`src/rtl/sc_poscompare_scheduler.sv`:
```
// Frame-level scheduler that shares one position comparator between two players,
// tracks hits and lives, freezes play after a hit and latches game over.
module sc_poscompare_scheduler #(
    parameter int DATAWIDTH     = 8,
    parameter int LIVES_W       = 2,
    parameter int INIT_LIVES    = 3,
    parameter int CNT_W         = 26,
    parameter int FREEZE_CYCLES = 4
) (
    input  logic                 SC_POSSCHED_CLOCK_50,
    input  logic                 SC_POSSCHED_RESET_InHigh,
    input  logic                 SC_POSSCHED_frame_InHigh,
    input  logic                 SC_POSSCHED_enjug2,
    input  logic [DATAWIDTH-1:0] SC_POSSCHED_fila0,
    input  logic [DATAWIDTH-1:0] SC_POSSCHED_posjug1,
    input  logic [DATAWIDTH-1:0] SC_POSSCHED_posjug2,
    output logic [DATAWIDTH-1:0] SC_POSSCHED_cmp_fila,
    output logic [DATAWIDTH-1:0] SC_POSSCHED_cmp_pos,
    input  logic                 SC_POSSCHED_cmp_result,
    output logic                 SC_POSSCHED_busy,
    output logic                 SC_POSSCHED_done,
    output logic                 SC_POSSCHED_hit1,
    output logic                 SC_POSSCHED_hit2,
    output logic [LIVES_W-1:0]   SC_POSSCHED_lives1,
    output logic [LIVES_W-1:0]   SC_POSSCHED_lives2,
    output logic                 SC_POSSCHED_gameover,
    output logic                 SC_POSSCHED_overrun
);

    typedef enum logic [2:0] {
        S_IDLE   = 3'd0,
        S_CMP1   = 3'd1,
        S_CMP2   = 3'd2,
        S_UPDATE = 3'd3,
        S_FREEZE = 3'd4,
        S_OVER   = 3'd5
    } state_t;

    localparam logic [LIVES_W-1:0] LIVES_INIT = LIVES_W'(INIT_LIVES);
    localparam logic [LIVES_W-1:0] LIVES_ONE  = {{(LIVES_W-1){1'b0}}, 1'b1};
    localparam logic [LIVES_W-1:0] LIVES_ZERO = {LIVES_W{1'b0}};
    localparam logic [CNT_W-1:0]   CNT_LOAD   = CNT_W'(FREEZE_CYCLES - 1);
    localparam logic [CNT_W-1:0]   CNT_ONE    = {{(CNT_W-1){1'b0}}, 1'b1};
    localparam logic [CNT_W-1:0]   CNT_ZERO   = {CNT_W{1'b0}};
    localparam logic [DATAWIDTH-1:0] BUS_ZERO = {DATAWIDTH{1'b0}};

    state_t               r_state;
    logic [DATAWIDTH-1:0] r_snap_fila;
    logic [DATAWIDTH-1:0] r_snap_pos1;
    logic [DATAWIDTH-1:0] r_snap_pos2;
    logic                 r_snap_en2;
    logic [DATAWIDTH-1:0] r_cmp_fila;
    logic [DATAWIDTH-1:0] r_cmp_pos;
    logic                 r_busy;
    logic                 r_done;
    logic                 r_hit1;
    logic                 r_hit2;
    logic [LIVES_W-1:0]   r_lives1;
    logic [LIVES_W-1:0]   r_lives2;
    logic                 r_gameover;
    logic                 r_overrun;
    logic [CNT_W-1:0]     r_cnt;

    logic [LIVES_W-1:0]   w_lives1_dec;
    logic [LIVES_W-1:0]   w_lives2_dec;
    logic                 w_over;
    logic                 w_any_hit;

    // Saturating lives update and end-of-game decision evaluated in UPDATE
    always_comb begin
        w_lives1_dec = r_lives1;
        w_lives2_dec = r_lives2;
        if (r_hit1 && (r_lives1 != LIVES_ZERO)) begin
            w_lives1_dec = r_lives1 - LIVES_ONE;
        end else begin
            w_lives1_dec = r_lives1;
        end
        if (r_hit2 && (r_lives2 != LIVES_ZERO)) begin
            w_lives2_dec = r_lives2 - LIVES_ONE;
        end else begin
            w_lives2_dec = r_lives2;
        end
        w_over    = (w_lives1_dec == LIVES_ZERO) ||
                    (r_snap_en2 && (w_lives2_dec == LIVES_ZERO));
        w_any_hit = r_hit1 || r_hit2;
    end

    // Frame evaluation FSM; comparator drive is registered one state ahead
    always_ff @(posedge SC_POSSCHED_CLOCK_50) begin
        if (SC_POSSCHED_RESET_InHigh) begin
            r_state     <= S_IDLE;
            r_snap_fila <= BUS_ZERO;
            r_snap_pos1 <= BUS_ZERO;
            r_snap_pos2 <= BUS_ZERO;
            r_snap_en2  <= 1'b0;
            r_cmp_fila  <= BUS_ZERO;
            r_cmp_pos   <= BUS_ZERO;
            r_busy      <= 1'b0;
            r_done      <= 1'b0;
            r_hit1      <= 1'b0;
            r_hit2      <= 1'b0;
            r_lives1    <= LIVES_INIT;
            r_lives2    <= LIVES_INIT;
            r_gameover  <= 1'b0;
            r_overrun   <= 1'b0;
            r_cnt       <= CNT_ZERO;
        end else begin
            r_done <= 1'b0;
            case (r_state)
                S_IDLE: begin
                    if (SC_POSSCHED_frame_InHigh) begin
                        r_snap_fila <= SC_POSSCHED_fila0;
                        r_snap_pos1 <= SC_POSSCHED_posjug1;
                        r_snap_pos2 <= SC_POSSCHED_posjug2;
                        r_snap_en2  <= SC_POSSCHED_enjug2;
                        r_cmp_fila  <= SC_POSSCHED_fila0;
                        r_cmp_pos   <= SC_POSSCHED_posjug1;
                        r_hit1      <= 1'b0;
                        r_hit2      <= 1'b0;
                        r_busy      <= 1'b1;
                        r_state     <= S_CMP1;
                    end
                end
                S_CMP1: begin
                    r_hit1 <= ~SC_POSSCHED_cmp_result;
                    if (SC_POSSCHED_frame_InHigh) begin
                        r_overrun <= 1'b1;
                    end
                    if (r_snap_en2) begin
                        r_cmp_fila <= r_snap_fila;
                        r_cmp_pos  <= r_snap_pos2;
                        r_state    <= S_CMP2;
                    end else begin
                        r_cmp_fila <= BUS_ZERO;
                        r_cmp_pos  <= BUS_ZERO;
                        r_state    <= S_UPDATE;
                    end
                end
                S_CMP2: begin
                    r_hit2     <= ~SC_POSSCHED_cmp_result;
                    r_cmp_fila <= BUS_ZERO;
                    r_cmp_pos  <= BUS_ZERO;
                    if (SC_POSSCHED_frame_InHigh) begin
                        r_overrun <= 1'b1;
                    end
                    r_state <= S_UPDATE;
                end
                S_UPDATE: begin
                    r_lives1 <= w_lives1_dec;
                    r_lives2 <= w_lives2_dec;
                    if (SC_POSSCHED_frame_InHigh) begin
                        r_overrun <= 1'b1;
                    end
                    if (w_over) begin
                        r_gameover <= 1'b1;
                        r_done     <= 1'b1;
                        r_state    <= S_OVER;
                    end else if (w_any_hit) begin
                        r_cnt   <= CNT_LOAD;
                        r_state <= S_FREEZE;
                    end else begin
                        r_busy  <= 1'b0;
                        r_done  <= 1'b1;
                        r_state <= S_IDLE;
                    end
                end
                S_FREEZE: begin
                    if (SC_POSSCHED_frame_InHigh) begin
                        r_overrun <= 1'b1;
                    end
                    if (r_cnt == CNT_ZERO) begin
                        r_busy  <= 1'b0;
                        r_done  <= 1'b1;
                        r_state <= S_IDLE;
                    end else begin
                        r_cnt <= r_cnt - CNT_ONE;
                    end
                end
                S_OVER: begin
                    // Terminal: ticks are dropped silently until reset
                    r_busy     <= 1'b1;
                    r_gameover <= 1'b1;
                    r_state    <= S_OVER;
                end
                default: begin
                    r_busy     <= 1'b0;
                    r_cmp_fila <= BUS_ZERO;
                    r_cmp_pos  <= BUS_ZERO;
                    r_state    <= S_IDLE;
                end
            endcase
        end
    end

    assign SC_POSSCHED_cmp_fila = r_cmp_fila;
    assign SC_POSSCHED_cmp_pos  = r_cmp_pos;
    assign SC_POSSCHED_busy     = r_busy;
    assign SC_POSSCHED_done     = r_done;
    assign SC_POSSCHED_hit1     = r_hit1;
    assign SC_POSSCHED_hit2     = r_hit2;
    assign SC_POSSCHED_lives1   = r_lives1;
    assign SC_POSSCHED_lives2   = r_lives2;
    assign SC_POSSCHED_gameover = r_gameover;
    assign SC_POSSCHED_overrun  = r_overrun;

endmodule

```
`config.mk`:
```
export PLATFORM = sky130hd
export DESIGN_NAME = sc_poscompare_scheduler
export DESIGN_NICKNAME = d
export VERILOG_FILES = /design/src/rtl/sc_poscompare_scheduler.sv
export SDC_FILE = /design/constraint.sdc
export NUM_CORES = 1
export LEC_CHECK = 0
export BUFFER_PORTS_ARGS = -buffer_cell sky130_fd_sc_hd__buf_2
export CORE_UTILIZATION = 40
export DETAILED_ROUTE_END_ITERATION = 8
export SYNTH_ARGS = -nofsm -noshare
export SYNTH_HDL_FRONTEND = slang
export SYNTH_SLANG_ARGS = --single-unit
```
`constraint.sdc`:
```
create_clock -name SC_POSSCHED_CLOCK_50 -period 4.46 [get_ports SC_POSSCHED_CLOCK_50]
set_input_delay 0.892 -clock SC_POSSCHED_CLOCK_50 [delete_from_list [all_inputs] [get_ports SC_POSSCHED_CLOCK_50]]
set_output_delay 0.892 -clock SC_POSSCHED_CLOCK_50 [all_outputs]
set_load 0.02 [all_outputs]
```
==> results.txt <==
The TritonCTS clock tree is done. The placed cell count came out at 525. The final clock period utilization by the worst path is 64.81%. The die boundary width is 92.03 um. The clock edge transition at the registers on the reported setup and hold paths came out at 0.08 ns. The filler cells instantiated in the layout total 782. In this run, synthesis produced a sequential element count of around 70. For this block, wires on met1 add up to about 3.6 mm. In the detailed route, the total length drawn on met2 is roughly 3.3 mm. The type of origin of the critical path is a flip-flop. The worst-skew pair later-pin latency is between 0.3 and 0.4 ns. The headroom to the max-slew limit came out at 19.82%. The number of nets with antenna violations after detailed routing is 0.

The pre-antenna-repair detailed-routing pass consisted of 4 iterations. Clock skew on the completed layout was measured at ~0.012 ns. During placement, the flow inserted port buffers numbering 54.

The overall routing resource usage came out at 17.92%. The number of placement rows came out at 32. The floorplan die height came out at between 90 and 100 um. The total number of nets in the final design is ~470. The top-level port count is between 50 and 60. The post-cts resize count came out at 0.

After technology mapping, the gate count stands at 393. The number of global-route vias before repair came to 2615. The tree is rooted in a sky130_fd_sc_hd__clkbuf_8. The final-report hold violation count came out at 0.

The sum of met3 wire segment lengths after detailed routing is roughly 270 um. The sequential cell area is around 1400 um^2. The total vias in the final route came out at approximately 2.8k. The summed area of non-filler cells in the final layout is about 3700 um^2. In this run the top signal layer used is met4. The count of antenna diodes in the layout is 0. The floorplan die area came out at approximately 8500 um^2.

For the pin with the worst max-slew slack, the measured transition is between 1 and 1.5 ns. After global routing the overflow that remains totals 0. The global placement routability congestion is 0.7838. The maximum resistive drop on vdd came out at approximately 180 uV. The netlist area before placement came out at approximately 3200 um^2. The number of synthesis warnings came out at 0. At the worst endpoint, the arrival time is 3.10 ns. The number of cells in the finished layout apart from fillers came out at ~540. The most common flop cell mapped by yosys is sky130_fd_sc_hd__dfxtp_1.

The required time at the endpoint of the critical path came out at approximately 4.7 ns. The post-route netlist has about 18% of its cells at a drive strength greater than 1. The floorplan step defined a core boundary enclosing approximately 8000 um^2.

In the final layout, the multi-input gates occupy roughly 1700 um^2. The detailed placer's ending HPWL came out at roughly 4.7 mm. The accumulated negative setup slack came out at 0 ns.

The number of clock sinks seen by CTS came out at around 70. Setup repair after global routing left no endpoint under its margin. The worst setup path is captured at a flip-flop. Entering global routing, the biggest net connects 50 pins. The number of hold buffers added after CTS is 0. The via density per instance is around 5.2. The wire length of the first global-routing pass is between 10 and 15 mm. The net count after synthesis is ~430. The shortest clock period the worst path allows after layout came out at around 2.9 ns. In the layout the commonest cells are sky130_fd_sc_hd__dfxtp_1, sky130_fd_sc_hd__nor2_1, sky130_fd_sc_hd__buf_2. The biggest area contributor in the post-synthesis netlist is sky130_fd_sc_hd__dfxtp_1. The number of DRC markers in iteration 0 came out at 151.

The final number of max-transition violations is 0. The synthesized design devotes to its leading area cell type about 44% of total area. The CTS H-tree depth is 3. The start-to-end type of the worst setup path is reg2reg.

The maximum clock path buffer count is 2. The final routed DRC violation total came out at 0. The routed design has around 7.3 mm of wire. The commonest non-fill, non-tap cell in the layout is sky130_fd_sc_hd__dfxtp_1. The post-synthesis average cell area is 8.249 um^2. The number of antenna violations at the first check in global routing is 0.

Counting the buffers created by CTS gives 9. The post-CTS repair timing setup buffer count came out at 0. The flow ran to the end, and the final reports show no timing, DRC or antenna violations. The top fanout value on the critical path is 24. The setup violation total in the final timing report is 0. The synthesized design contains 0 enable-type register cells. The cell leakage power came out at around 1.5 nW.

For this design the ratio of total power to cell area is 424.0 nW/um^2. The initial core utilization is roughly two fifths. The number of distinct library cell variants in the gate-level netlist after synthesis came out at 42. After synthesis, the cell types taking the most area are sky130_fd_sc_hd__dfxtp_1, sky130_fd_sc_hd__nor2_1, sky130_fd_sc_hd__nand2_1. Across the run, the number of max-cap violations was 0.

The area overhead of the layout relative to synthesis came out at 15.67%. After detailed routing, the average wire length per cell comes to around 13 um. For this run, asynchronously set or reset flops after synthesis account for 0%. The type of the worst min-delay path is reg2reg.

After synthesis, flip-flops and latches occupy 44.46% of the total area. In this run the cell area measured after placement is 3545 um^2. The worst hold margin is between 0.4 and 0.5 ns. Based on the critical path, the design can be clocked at up to between 300 and 400 MHz.
-- flip-flops by register name, indices dropped and copies added (netlist names), 2 cells and up --
signal / cells
SC_POSSCHED_cmp_fila: 8
SC_POSSCHED_cmp_pos: 8
SC_POSSCHED_lives1: 2
SC_POSSCHED_lives2: 2
r_cnt: 26
r_snap_fila: 8
r_snap_pos2: 8
r_state: 3
-- synth_stat cells (11+ instances only) --
| cell type | n |
|---|---|
| sky130_fd_sc_hd__dfxtp_1 | 72 |
| sky130_fd_sc_hd__clkbuf_1 | 17 |
| sky130_fd_sc_hd__a21oi_1 | 26 |
| sky130_fd_sc_hd__a211oi_1 | 18 |
| sky130_fd_sc_hd__nor2_1 | 63 |
| sky130_fd_sc_hd__nor3_1 | 14 |
| sky130_fd_sc_hd__nand2_1 | 48 |
| sky130_fd_sc_hd__a22oi_1 | 18 |
| sky130_fd_sc_hd__xor2_1 | 15 |
| sky130_fd_sc_hd__nor4_1 | 11 |
-- critical path, stage by stage, from the launching register on --
cell	delay, ns
sky130_fd_sc_hd__dfxtp_1	0.62
sky130_fd_sc_hd__and3b_1	0.39
sky130_fd_sc_hd__o21ai_0	0.15
sky130_fd_sc_hd__a211oi_2	0.94
sky130_fd_sc_hd__or2_2	0.54
sky130_fd_sc_hd__nor2_1	0.10
-- through the flow --
| step | setup slack, ns | total power [mW] | utilization [%] |
|---|---|---|---|
| finish | 1.569 | 1.590 | 48.28 |
| global route | 1.319 | 1.677 | 48.28 |
| CTS | 1.554 | 1.603 | 48.28 |
| detailed placement | 1.567 | 1.070 | 45.63 |
| global placement | 1.617 | 1.065 | 45.63 |
| floorplan | 2.296 | 0.9773 | - |
-- power by group --
part / total [mW] / leakage [nW] / switching, mW / internal (mW)
clock network: 0.534 / 0.0989 / 0.259 / 0.276
logic: 0.318 / 0.851 / 0.204 / 0.114
registers: 0.738 / 0.587 / 0.0416 / 0.696
total: 1.59 / 1.54 / 0.504 / 1.09
-- cell families after synthesis --
logic type | after synthesis | synth area share [%]
buf+inv | 35 | 4.554
xor+xnor | 25 | 6.754
fa+ha+maj | 4 | 1.544
flops | 72 | 44.46
compound gates | 97 | 20.22
simple gates | 160 | 22.46
-- layout make-up --
| cell class | count | share of cell area [%] |
|---|---|---|
| sequential | 72 | 38.44 |
| timing repair buffer | 55 | 7.407 |
| clock inverter | 6 | 1.802 |
| inverter | 10 | 1.001 |
| clock buffer | 10 | 3.670 |
| multi-input combinational | 286 | 44.28 |
| tap | 102 | 3.403 |
-- per-layer routing --
metal	GRT usage [%]	up-vias
met3	3.731	10
met5	0	-
met4	7.031	0
li1	-	1460
met1	23.83	1303
met2	28.36	48
-- final timing paths --
| kind | from | endpoint | slack (ns) | cells past startpoint |
|---|---|---|---|---|
| min | r_snap_fila[2] | r_snap_fila[2] | 0.46 | 2 |
| min reg2reg | r_snap_fila[2] | r_snap_fila[2] | 0.46 | 2 |
| max reg2reg | r_state[0] | r_cnt[14] | 1.57 | 5 |
| max | r_state[0] | r_cnt[14] | 1.57 | 5 |
Power figures use the tool's default switching activity.
